File: src/rtl/type_decoder_if.sv
// Decode-stage opcode classifier bus: opcode qualifier in, one-hot class flags out.
interface type_decoder_if;
    logic       in_valid;
    logic [6:0] opcode;
    logic       out_valid;
    logic       r_type;
    logic       i_type;
    logic       load;
    logic       store;
    logic       branch;
    logic       jal;
    logic       jalr;
    logic       lui;
    logic       auipc;
    logic       illegal;

    modport master (
        output in_valid, opcode,
        input  out_valid, r_type, i_type, load, store, branch,
               jal, jalr, lui, auipc, illegal
    );

    modport slave (
        input  in_valid, opcode,
        output out_valid, r_type, i_type, load, store, branch,
               jal, jalr, lui, auipc, illegal
    );
endinterface

File: src/rtl/type_decoder.sv
// RV32I major-opcode classifier: one registered one-hot class flag per live
// instruction, or illegal when the opcode is outside the supported set.
module type_decoder (
    input  logic          clk,
    input  logic          rst_n,
    type_decoder_if.slave bus
);
    localparam logic [6:0] OPC_OP     = 7'b0110011;
    localparam logic [6:0] OPC_OP_IMM = 7'b0010011;
    localparam logic [6:0] OPC_LOAD   = 7'b0000011;
    localparam logic [6:0] OPC_STORE  = 7'b0100011;
    localparam logic [6:0] OPC_BRANCH = 7'b1100011;
    localparam logic [6:0] OPC_JAL    = 7'b1101111;
    localparam logic [6:0] OPC_JALR   = 7'b1100111;
    localparam logic [6:0] OPC_LUI    = 7'b0110111;
    localparam logic [6:0] OPC_AUIPC  = 7'b0010111;

    localparam int CLS_R      = 0;
    localparam int CLS_I      = 1;
    localparam int CLS_LOAD   = 2;
    localparam int CLS_STORE  = 3;
    localparam int CLS_BRANCH = 4;
    localparam int CLS_JAL    = 5;
    localparam int CLS_JALR   = 6;
    localparam int CLS_LUI    = 7;
    localparam int CLS_AUIPC  = 8;
    localparam int NUM_CLS    = 9;

    logic [NUM_CLS-1:0] match;
    logic [NUM_CLS-1:0] class_d;
    logic               illegal_d;

    logic [NUM_CLS-1:0] class_q;
    logic               illegal_q;
    logic               valid_q;

    // Exact 7-bit compare; FENCE and SYSTEM deliberately fall through to illegal.
    always_comb begin
        match = '0;
        case (bus.opcode)
            OPC_OP:     match[CLS_R]      = 1'b1;
            OPC_OP_IMM: match[CLS_I]      = 1'b1;
            OPC_LOAD:   match[CLS_LOAD]   = 1'b1;
            OPC_STORE:  match[CLS_STORE]  = 1'b1;
            OPC_BRANCH: match[CLS_BRANCH] = 1'b1;
            OPC_JAL:    match[CLS_JAL]    = 1'b1;
            OPC_JALR:   match[CLS_JALR]   = 1'b1;
            OPC_LUI:    match[CLS_LUI]    = 1'b1;
            OPC_AUIPC:  match[CLS_AUIPC]  = 1'b1;
            default:    match = '0;
        endcase
    end

    always_comb begin
        class_d   = '0;
        illegal_d = 1'b0;
        if (bus.in_valid) begin
            class_d   = match;
            illegal_d = ~(|match);
        end
    end

    always_ff @(posedge clk) begin
        if (!rst_n) begin
            class_q   <= '0;
            illegal_q <= 1'b0;
            valid_q   <= 1'b0;
        end else begin
            class_q   <= class_d;
            illegal_q <= illegal_d;
            valid_q   <= bus.in_valid;
        end
    end

    assign bus.out_valid = valid_q;
    assign bus.r_type    = class_q[CLS_R];
    assign bus.i_type    = class_q[CLS_I];
    assign bus.load      = class_q[CLS_LOAD];
    assign bus.store     = class_q[CLS_STORE];
    assign bus.branch    = class_q[CLS_BRANCH];
    assign bus.jal       = class_q[CLS_JAL];
    assign bus.jalr      = class_q[CLS_JALR];
    assign bus.lui       = class_q[CLS_LUI];
    assign bus.auipc     = class_q[CLS_AUIPC];
    assign bus.illegal   = illegal_q;
endmodule

File: src/flat_wrapper.sv
// flat-port wrapper written by rule: the top's interface ports become plain ports
module type_decoder_flat 
  (clk, rst_n, bus_in_valid, bus_opcode, bus_out_valid, bus_r_type, bus_i_type, bus_load, bus_store, bus_branch, bus_jal, bus_jalr, bus_lui, bus_auipc, bus_illegal);
  type_decoder_if bus_i ();
  input  logic clk;
  input  logic rst_n;
  input wire logic [$bits(bus_i.in_valid)-1:0] bus_in_valid;
  input wire logic [$bits(bus_i.opcode)-1:0] bus_opcode;
  output wire logic [$bits(bus_i.out_valid)-1:0] bus_out_valid;
  output wire logic [$bits(bus_i.r_type)-1:0] bus_r_type;
  output wire logic [$bits(bus_i.i_type)-1:0] bus_i_type;
  output wire logic [$bits(bus_i.load)-1:0] bus_load;
  output wire logic [$bits(bus_i.store)-1:0] bus_store;
  output wire logic [$bits(bus_i.branch)-1:0] bus_branch;
  output wire logic [$bits(bus_i.jal)-1:0] bus_jal;
  output wire logic [$bits(bus_i.jalr)-1:0] bus_jalr;
  output wire logic [$bits(bus_i.lui)-1:0] bus_lui;
  output wire logic [$bits(bus_i.auipc)-1:0] bus_auipc;
  output wire logic [$bits(bus_i.illegal)-1:0] bus_illegal;
  assign bus_i.in_valid = bus_in_valid;
  assign bus_i.opcode = bus_opcode;
  assign bus_out_valid = bus_i.out_valid;
  assign bus_r_type = bus_i.r_type;
  assign bus_i_type = bus_i.i_type;
  assign bus_load = bus_i.load;
  assign bus_store = bus_i.store;
  assign bus_branch = bus_i.branch;
  assign bus_jal = bus_i.jal;
  assign bus_jalr = bus_i.jalr;
  assign bus_lui = bus_i.lui;
  assign bus_auipc = bus_i.auipc;
  assign bus_illegal = bus_i.illegal;
  type_decoder u_core (.clk(clk), .rst_n(rst_n), .bus(bus_i));
endmodule
File: config.mk
export PLATFORM = sky130hd
export DESIGN_NAME = type_decoder_flat
export DESIGN_NICKNAME = d
export VERILOG_FILES = /design/src/rtl/type_decoder_if.sv /design/src/rtl/type_decoder.sv /design/src/flat_wrapper.sv
export SDC_FILE = /design/constraint.sdc
export NUM_CORES = 1
export LEC_CHECK = 0
export BUFFER_PORTS_ARGS = -buffer_cell sky130_fd_sc_hd__buf_2
export CORE_AREA = 2 2 39 41
export CTS_CLUSTER_SIZE = 20
export DETAILED_ROUTE_END_ITERATION = 8
export DIE_AREA = 0 0 41 43
export PLACE_DENSITY_LB_ADDON = 0.15
export SLEW_MARGIN = 30
export SYNTH_ARGS = -nofsm -noshare
export SYNTH_HDL_FRONTEND = slang
export SYNTH_SLANG_ARGS = --single-unit
File: constraint.sdc
create_clock -name clk -period 1.1 [get_ports clk]
set_clock_uncertainty 0.2 [all_clocks]
set_input_delay 0.165 -clock clk [delete_from_list [all_inputs] [get_ports clk]]
set_output_delay 0.165 -clock clk [all_outputs]
set_load 0.01 [all_outputs]
# == Yosys cells after proc, flatten, opt, wreduce, memory -nomap -nowiden ==
# Index checks and enable logic that the tools add are counted.
# classes
eq_ne,9
n_reduce_logical,2
bitwise,1
muxes,9
# op_table
cell,n
"== test 7 x 6 -> 1 bit, second input constant",3
"== test 7 bit, second input constant",3
"== test 7 x 5 -> 1 bit, second input constant",2
two-way mux 1 bit,9
OR reduction 9 bit,1
"== test 7 x 2 -> 1 bit, second input constant",1
AND reduction 2 bit,1
NOT 1 bit,1
# totals
elab_cells,24
output_inout_bits,11
reg_bits,11

# == Depth between registers and ports, before layout ==
# depth
word_depth,4
depth_mapped,3

# == Least setup slack after synthesis ==
# No wires, ideal clock.
# synth_path
path_type,input port to flip-flop
from,input port bus_opcode[1]
to,register u_core.class_q[3]
setup_ns,0.087
n_path_buf,0
stages,3
path_slack_ns,-0.118
arrival_ns,0.931
path_cell_list,nand2_1 -> or4_4 -> nor4b_4
# synth_between
elab_chain_cells,2
# synth_rtl
item,line_no,source
from (decl),flat_wrapper.sv:8,input wire logic [$bits(bus_i.opcode)-1:0] bus_opcode;
== test 7 x 6 -> 1 bit,type_decoder.sv:40,case (bus.opcode)
two-way mux 1 bit,type_decoder.sv:40,
to (signal assigned),type_decoder.sv:69,class_q <= class_d;
to (decl),type_decoder.sv:33,logic [NUM_CLS-1:0] class_q;
# No other way between the ends.
# A chain may end at the register's enable or synchronous reset.

# == Worst setup path after layout ==
# layout_path
from,register u_core.class_q[5]
to,output port bus_jal
# layout_rtl
item,line_no,source
to (decl),flat_wrapper.sv:15,output wire logic [$bits(bus_i.jal)-1:0] bus_jal;
# No word-level cell between the ends.

==> run summary <==
Bufs on Longest Clock Path -> 2
DR pass1 iterations -> 4
delay-heaviest family, CP -> flip-flops
Hold/Removal Path Class -> in -> reg
GR Util All Layers -> 0.1127
CP arrival -> 700 ps
Layout area overhead -> 58.53%
first-pass GRT wire length -> 1297 µm
max_slew headroom -> 0.8394
most frequent cells in the layout -> buf_2, dfxtp_1, buf_4
register area share after synthesis -> 0.5886
final WL -> 748 µm
vias -> 356
synthesis warning total -> 0
pin count of the biggest net entering global routing -> 7
run status -> complete, but fails checks
Final ANT Viol Nets -> 0
Post-Synth Adder-Cell Area -> 0
Bufs and invs on worst path -> 1
routability cong. -> 0.6572
Compound-Gate Fraction of Synth Area -> 0.03679
Layout Cells excl Fill -> 83
Boundary Pins -> 21
RSZ-0062 raised after global routing -> false
Worst path depth -> 1
Fin. Hold Viols -> 1
worst-margin pin slew -> 241.0 ps
Final period util -> 0.9709
top cells by area, synth -> dfxtp_1, nor2_1, nor4b_4
crit-path cells -> buf_2
Post-DP HPWL -> 629 µm
Inserted Diodes -> 0
CTS Buf Count -> 3
layout cell share with drive strength beyond 1 -> 0.5373
largest family of logic cells by synthesized area -> simple AND/OR/NAND/NOR gates
failing checks -> negative hold slack
Worst path slowest cell -> dfxtp_2
peak per-stage delay on the critical path -> 320 ps
CP endpoint kind -> output pin
Final setup viols -> 0
1st-iter DRT viols -> 6
vias in the first global route -> 344
Die X -> 41 µm
Max Fclk -> 936.3 MHz
synthesis-stage register bit count -> 11
XOR/XNOR share of the synthesized area -> 0
Final Net Count -> 78
commonest non-fill, non-tap cell in the layout -> buf_2
DIE HEIGHT -> 43 µm
synthesized net count -> 44
Netlist cell types -> 15
initial antenna violation count -> 0
H-tree depth -> 1
DR DRC count -> 0
Cell Pwr Density -> 1266 mW/mm²
CP startpoint kind -> flip-flop
Slew Limit Fails -> 0
Synth Instances -> 34
max-cap viol count -> 0
cell area after synthesis -> 374.1 µm²
Synth area leader -> dfxtp_1
clock root buffer -> clkbuf_4
# Post-CTS Setup Buffers -> 0
Initial Utilization -> 0.2703
Hold WS -> -5.824 ps
Lkg Pwr -> 0.2968 nW
Clk pin slew, worst setup/hold paths -> 70 ps
syn_area_per_cell -> 11.00 µm²
worst vdd rail ir drop -> 0.4246 mV
fin util -> 0.4286
cell count of the worst hold path -> 3
WL per Instance -> 9.012 µm
simple-gate portion of the synthesized area -> 0.3545
via/cell ratio -> 4.289
Row Count -> 14
Crit Path Class -> reg -> out
placed cell count -> 78
port buffer count -> 20
mux share of post-synthesis cell area -> 0
Tmin final -> 1068 ps
Req. time, crit path -> 730 ps
CTS sink cnt -> 11
crit-path max FO -> 1
worst hold start -> bus_opcode[5]
Yosys top cell area share -> 0.5886
die area -> 0.001763 mm²
TritonCTS clock tree -> yes
Overflow after GRT -> 0
CORE AREA -> 0.001384 mm²
hold path endpoint -> u_core.class_q[2]
## worst max path at each step
| stage | end | slack, ps | from |
|---|---|---|---|
| final | bus_jal | 30 | u_core.class_q[5] |
| after global routing | u_core.class_q[3] | 3 | bus_opcode[1] |
| after CTS | bus_jal | 10 | u_core.class_q[5] |
| after detailed placement | u_core.class_q[3] | -250 | bus_opcode[3] |
| after global placement | u_core.class_q[3] | -240 | bus_opcode[3] |
| after floorplan | u_core.class_q[3] | -120 | bus_opcode[1] |
## registers in the layout, indices dropped and copies added, names as in the netlist
register	flops
u_core.bus.illegal	1
u_core.bus.out_valid	1
u_core.class_q	9
## cell families after synthesis
kind of cell | count (synthesis)
AO/OA/AOI/OAI | 2
flip-flops | 11
AND/OR/NAND/NOR | 19
buffers and inverters | 2
## synthesized netlist by cell type
cell	number
and4_1	1
nor4_2	1
or3_1	1
nor4b_4	1
nand3b_1	2
dfxtp_1	11
a221oi_1	1
nand2_1	2
a21oi_1	1
nand2b_1	1
inv_1	2
nor2_1	7
nand4_1	1
and3b_1	1
or4_4	1
## per-stage QoR
step | power (mW) | setup slack, ps | instance area, µm² | TNS, ps | hold slack (ps)
global placement | 0.4906 | -237.5 | 554.3 | -1197 | 266.0
finish | 0.7511 | 31.97 | 593.1 | 0 | -5.824
detailed placement | 0.4906 | -245.4 | 554.3 | -1102 | 266.3
floorplan | 0.4342 | -118.0 | 374.1 | -163.5 | 35.37
CTS | 0.7594 | 14.97 | 590.6 | 0 | -4.420
global route | 0.7855 | 2.516 | 593.1 | 0 | 4.069
## final cells by class
| cell class | count | area [µm²] |
|---|---|---|
| Clock buffer | 4 | 26.28 |
| Timing Repair Buffer | 29 | 170.2 |
| Fill cell | 153 | 790.8 |
| Sequential cell | 11 | 222.7 |
| Inverter | 2 | 7.507 |
| Multi-Input combinational cell | 21 | 146.4 |
| Tap cell | 16 | 20.02 |
## power breakdown
group	internal, mW	total (mW)	switching, mW
logic	0.0446	0.0795	0.0349
registers	0.403	0.403	0.000836
clock network	0.140	0.268	0.128
## timing repair
action,in CTS,in global routing
setup endpoints to repair,0,2
hold buffers,1,0
endpoints found under the hold margin,1,0
gates resized for setup,0,2
## metal layers
layer	vias to the layer above	part of all wire	GRT usage
met3	2	0.10	0.04712
met4	0	0.0053	0.06000
met5	-	0	0
li1	186	-	-
met1	153	0.38	0.1100
met2	15	0.51	0.1875
No activity file was read; power rests on OpenSTA's default activity.
